**src/rtl/counter_sched_pkg.sv**
```systemverilog
// counter_sched_pkg
// Shared definitions for the round-robin interval scheduler:
//   - default requester count and counter width
//   - FSM state encoding
//   - helper to size an index into the requester vector
package counter_sched_pkg;

    localparam int DEF_NREQ = 4;
    localparam int DEF_CW   = 8;

    typedef enum logic [1:0] {
        ST_IDLE = 2'd0,
        ST_LOAD = 2'd1,
        ST_RUN  = 2'd2,
        ST_DONE = 2'd3
    } state_e;

    // Width of an index into an n-entry vector (at least one bit).
    function automatic int idx_width(input int n);
        return (n > 1) ? $clog2(n) : 1;
    endfunction

endpackage

```
**src/rtl/counter_sched_counter.sv**
```systemverilog
// counter_sched_counter
// Free-running up-counter shared by all requesters of counter_sched.
// Ports:
//   clk     - clock, rising edge
//   srst_i  - synchronous clear (system reset or scheduler clear), wins over en_i
//   en_i    - advance the count by one this cycle
//   count_o - current count, wraps modulo 2^CW
module counter_sched_counter
    import counter_sched_pkg::*;
#(
    parameter int CW = DEF_CW
) (
    input  logic          clk,
    input  logic          srst_i,
    input  logic          en_i,
    output logic [CW-1:0] count_o
);

    logic [CW-1:0] count_q;
    logic [CW-1:0] count_d;

    always_comb begin
        count_d = count_q;
        if (en_i) begin
            count_d = count_q + CW'(1);
        end
    end

    always_ff @(posedge clk) begin
        if (srst_i) begin
            count_q <= '0;
        end else begin
            count_q <= count_d;
        end
    end

    assign count_o = count_q;

endmodule

```
**src/rtl/counter_sched.sv**
```systemverilog
// counter_sched
// Round-robin scheduler that lends one shared interval counter to NREQ
// requesters. The owner is granted for one LOAD cycle plus len cycles of
// RUN (len 0 means 2^CW cycles), then receives a one-cycle done pulse.
// Ports:
//   clk       - clock, rising edge
//   rst       - synchronous active-high reset
//   req       - per-requester level request, held until done or abort
//   len       - per-requester interval length, slice i = len[i*CW +: CW]
//   grant     - one-hot owner during LOAD/RUN, zero otherwise
//   done      - one-cycle one-hot pulse at interval completion
//   busy      - high whenever the FSM is not IDLE
//   cur_count - shared counter value
module counter_sched
    import counter_sched_pkg::*;
#(
    parameter int NREQ = DEF_NREQ,
    parameter int CW   = DEF_CW
) (
    input  logic               clk,
    input  logic               rst,
    input  logic [NREQ-1:0]    req,
    input  logic [NREQ*CW-1:0] len,
    output logic [NREQ-1:0]    grant,
    output logic [NREQ-1:0]    done,
    output logic               busy,
    output logic [CW-1:0]      cur_count
);

    localparam int OW = idx_width(NREQ);

    state_e         state_q, state_d;
    logic [OW-1:0]  owner_q, owner_d;
    logic [OW-1:0]  last_q, last_d;
    logic [CW-1:0]  len_q, len_d;

    logic [CW-1:0]  len_arr [NREQ];
    logic [NREQ-1:0] owner_oh;
    logic [NREQ-1:0] above_last;
    logic [NREQ-1:0] req_above;
    logic [OW-1:0]  pick_lo, pick_hi, pick;
    logic           req_owner;
    logic           cnt_en;
    logic           cnt_clr;
    logic           cnt_srst;

    genvar gi;
    generate
        for (gi = 0; gi < NREQ; gi++) begin : g_req
            assign len_arr[gi]    = len[gi*CW +: CW];
            assign owner_oh[gi]   = (owner_q == OW'(gi));
            assign above_last[gi] = (OW'(gi) > last_q);
        end
    endgenerate

    assign req_above = req & above_last;
    assign req_owner = |(req & owner_oh);

    // Round-robin: lowest requester above last_owner wins; if none, wrap
    // around to the lowest requester overall.
    always_comb begin : rr_pick
        pick_lo = '0;
        pick_hi = '0;
        for (int i = NREQ - 1; i >= 0; i--) begin
            if (req[i]) begin
                pick_lo = OW'(i);
            end
            if (req_above[i]) begin
                pick_hi = OW'(i);
            end
        end
        pick = (|req_above) ? pick_hi : pick_lo;
    end

    always_comb begin : fsm_next
        state_d = state_q;
        owner_d = owner_q;
        last_d  = last_q;
        len_d   = len_q;
        cnt_en  = 1'b0;
        grant   = '0;
        done    = '0;
        busy    = 1'b1;
        case (state_q)
            ST_IDLE: begin
                busy = 1'b0;
                if (|req) begin
                    owner_d = pick;
                    state_d = ST_LOAD;
                end
            end
            ST_LOAD: begin
                grant = owner_oh;
                len_d = len_arr[owner_q];
                if (!req_owner) begin
                    state_d = ST_IDLE;
                    last_d  = owner_q;
                end else begin
                    state_d = ST_RUN;
                end
            end
            ST_RUN: begin
                grant  = owner_oh;
                cnt_en = 1'b1;
                if (!req_owner) begin
                    state_d = ST_IDLE;
                    last_d  = owner_q;
                end else if (cur_count == len_q - CW'(1)) begin
                    // len 0 compares against all-ones: a full 2^CW run.
                    state_d = ST_DONE;
                end
            end
            ST_DONE: begin
                done    = owner_oh;
                last_d  = owner_q;
                state_d = ST_IDLE;
            end
            default: begin
                state_d = ST_IDLE;
            end
        endcase
    end

    // Clearing on the state being entered keeps the counter at zero for
    // every IDLE cycle, including the first one after DONE or an abort.
    assign cnt_clr  = (state_d == ST_IDLE) || (state_d == ST_LOAD);
    assign cnt_srst = rst || cnt_clr;

    counter_sched_counter #(
        .CW (CW)
    ) u_counter (
        .clk     (clk),
        .srst_i  (cnt_srst),
        .en_i    (cnt_en),
        .count_o (cur_count)
    );

    always_ff @(posedge clk) begin
        if (rst) begin
            state_q <= ST_IDLE;
            owner_q <= '0;
            last_q  <= OW'(NREQ - 1);
            len_q   <= '0;
        end else begin
            state_q <= state_d;
            owner_q <= owner_d;
            last_q  <= last_d;
            len_q   <= len_d;
        end
    end

endmodule
```
**config.mk**
```make
export PLATFORM = sky130hd
export DESIGN_NAME = counter_sched
export DESIGN_NICKNAME = d
export VERILOG_FILES = /design/src/rtl/counter_sched_pkg.sv /design/src/rtl/counter_sched_counter.sv /design/src/rtl/counter_sched.sv
export SDC_FILE = /design/constraint.sdc
export NUM_CORES = 1
export LEC_CHECK = 0
export ABC_AREA = 0
export BUFFER_PORTS_ARGS = -buffer_cell sky130_fd_sc_hd__buf_2
export CORE_UTILIZATION = 54
export DETAILED_ROUTE_END_ITERATION = 8
export PLACE_DENSITY = 0.89
export SYNTH_ARGS = -nofsm -noshare
export SYNTH_HDL_FRONTEND = slang
export SYNTH_SLANG_ARGS = --single-unit
```
**constraint.sdc**
```tcl
create_clock -name clk -period 4.6 [get_ports clk]
set_clock_uncertainty 0.15 [all_clocks]
set_input_delay 0.92 -clock clk [delete_from_list [all_inputs] [get_ports clk]]
set_output_delay 0.92 -clock clk [all_outputs]
set_load 0.01 [all_outputs]
```
==> impl_metrics.tcl <==
set metrics [dict create \
    outcome "finished with violations" \
    violations "design-rule violations" \
    cts_tree "yes" \
    async_flop_share_pct 0 \
    p_leak_uw 0.0008747 \
    wl_mm 3.659 \
    synth_edf_count 0 \
    routed_via_density 5.865 \
    synthSimpleGateAreaFrac_pct 18.07 \
    synthTopCellsByCount "22 x dfxtp_1, 20 x nor2_1, 11 x mux2i_1" \
    rrSetupSlack_ns 2.11 \
    hold_end "state_q[0]" \
    numClockSinks 22 \
    cts-root-buf "clkbuf_4" \
    ys_seq_area_share_pct 26.95 \
    worst_pin_slew_ns 0.9410 \
    rr_worst_depth 4 \
    fp.dieArea_um2 3250 \
    yosys.area_share.adder_pct 5.360 \
    synth.most_common_cell "dfxtp_1" \
    post-dp-hpwl_mm 2.835 \
    cp_slowest_stage_delay_ns 0.96 \
    synth_top_area_cell "dfxtp_1" \
    crit_type "flop to primary output" \
    synth_ff_type "dfxtp_1" \
    fin_nets 266 \
    synth_area_leaders "dfxtp_1 27%, mux4_2 12%, mux2i_1 6.7%" \
    drt_first_pass_iters 6 \
    stdcell_area_um2 1949 \
    syn_inst 170 \
    fin_ws_ns 1.853 \
    die_w_um 57.01 \
    numCtsBuffers 3 \
    finalMaxSlewViolations 0 \
    cts_resized 0 \
    synth-compound-area-share_pct 17.30 \
    postCtsHoldBufs 0 \
    rsz0062_at_grt "false" \
    insertion_delay_ns 0.32 \
    antenna_found_initial 0 \
    post-place-ws_ns 2.113 \
    worst_setup_path_start_kind "flop" \
    path_cells "and3_1 -> buf_2" \
    r2r-start "owner_q[0]" \
    cp-end-kind "primary output" \
    layout-drive-gt1-share_pct 33.18 \
    muxShareOfSynthArea_pct 19.14 \
    syn_avg_cell_area_um2 9.612 \
    hp-start "state_q[0]" \
    syn_nets 215 \
    crit_slowest_cell "dfxtp_1" \
    seq_area_um2 440.4 \
    track_usage_pct 23.39 \
    ys_ff_latch 22 \
    synth_top_family_by_area "multiplexers" \
    die_h_um 57.01 \
    initial_core_util_pct 58.25 \
    num_rows 19 \
    power_density_nw_per_um2 287.0 \
    final_util_pct 69.49 \
    relSlewSlack_pct 37.18 \
    period_share_pct 59.71 \
    ios 55 \
    io_buffers 54 \
    placed_area_um2 1897 \
    rr_endpoint "last_q[1]" \
    fillerInstances 242 \
    clkTransAtPathRegs_ns 0.13 \
    drtIter0Drc 49 \
    worstHoldPathCells 2 \
    setup_viol 0 \
    timing_hold_violations_final 0 \
    grt_start_max_net_pins 23 \
    place.gp.congestion 0.8013 \
    h-tree-depth 1 \
    ys_types 46 \
    grt_pass1_vias 1342 \
    ir_worst_vdd_v 0.0003542 \
    drc 4 \
    design.core.area_um2 2805 \
    cts.path.max_buffers 2 \
    fmax_ghz 0.3641 \
    grt_pass1_wl_mm 5.961 \
    area_growth_pct 19.30 \
    hold_path.class "flop to flop" \
    instances_no_fill 251 \
    post-synth-top-area-fraction_pct 26.95 \
    cts_setup_buffers 0 \
    num_antenna_cells 0 \
    multi_input_area_um2 1110 \
    overflow 0 \
    ant_nets 0 \
    crit_path_max_fanout 21 \
    worst-endpoint-arrival_ns 1.68 \
    num_vias 1472 \
    synth_xor_area_share_pct 8.040 \
    wl_per_cell_um 14.58 \
    cp.required_ns 3.53 \
    setup_tns_ns 0 \
    maxCapViolCount 0 \
    synth_area_um2 1634 \
    dp_cells 247 \
    yosys_warnings 0 \
    fin_crit_ns 2.747 \
]
-- metrics by stage --
step | total power (µW) | hold WS [ns]
final | 559.4 | 0.3947
after global routing | 590.1 | 0.4476
after CTS | 562.0 | 0.4014
after detailed placement | 412.5 | 0.3844
after global placement | 405.1 | 0.3626
after floorplan | 369.8 | 0.3415
-- layer usage --
metal | vias to the layer above | GRT usage, % | wire [µm]
met4 | 0 | 4.181 | 24
met5 | - | 0 | 0
met3 | 5 | 4.762 | 183
met1 | 692 | 28.18 | 1536
met2 | 42 | 43.36 | 1915
li1 | 733 | - | -
-- critical path, delay by kind of cell, from the launching register on --
kind	cells	cell delay (ns)
buf+inv	1	0.13
flops	1	0.96
simple gates	1	0.27
-- worst max-delay path by stage --
stage,start,to,slack [ns],depth (start not counted)
after floorplan,req[3],last_q[0],2.36,4
after global placement,owner_q[0],last_q[1],2.14,4
after detailed placement,owner_q[0],last_q[1],2.11,4
after CTS,owner_q[0],grant[3],1.83,2
after global routing,owner_q[0],done[1],1.67,3
final,owner_q[0],grant[3],1.85,2
-- state kept, by name (all words and copies together), names as in the netlist --
name               count
state_q                2
u_counter.count_o      8
len_q                  8
owner_q                2
last_q                 2
-- area by class of cell --
type | count | share of cell area [%]
repair buffers | 54 | 13.86
clock inverters | 1 | 1.540
multi-input cells | 130 | 56.93
flip-flops and latches | 22 | 22.59
clock buffers | 3 | 1.155
well taps | 31 | 1.990
inverters | 10 | 1.926
-- cell usage in the layout, fill, tap and decap left out, types with 2 or more instances in the layout --
master and n:
o221ai_1 2, xnor2_1 8, nand3_1 2, o21ai_0 3
a31oi_1 2, a211oi_1 8, o22ai_1 2, buf_2 54
a211o_1 2, mux4_2 9, nor2_1 20, a21oi_1 3
nor2b_1 3, ha_1 7, and3_1 3, nand4_1 4
and3b_1 2, clkbuf_4 3, nand2_1 8, inv_1 10
mux2i_1 11, or3b_1 2, nor3b_1 3, xor2_1 7
dfxtp_1 22
-- cells by family (layout without fill, tap and decap cells) --
kind of cell / Yosys count / count (layout)
compound gates: 33 / 33
xor+xnor: 15 / 15
fa+ha+maj: 7 / 7
buf+inv: 18 / 68
flops: 22 / 22
mux: 20 / 20
simple gates: 55 / 55
-- power breakdown --
part	internal [µW]	total (µW)	switching, µW
Sequential	205	238	33.0
Combinational	91.8	170	78.5
Clock	88.2	151	62.4
No activity file was read; power rests on OpenSTA's default activity.
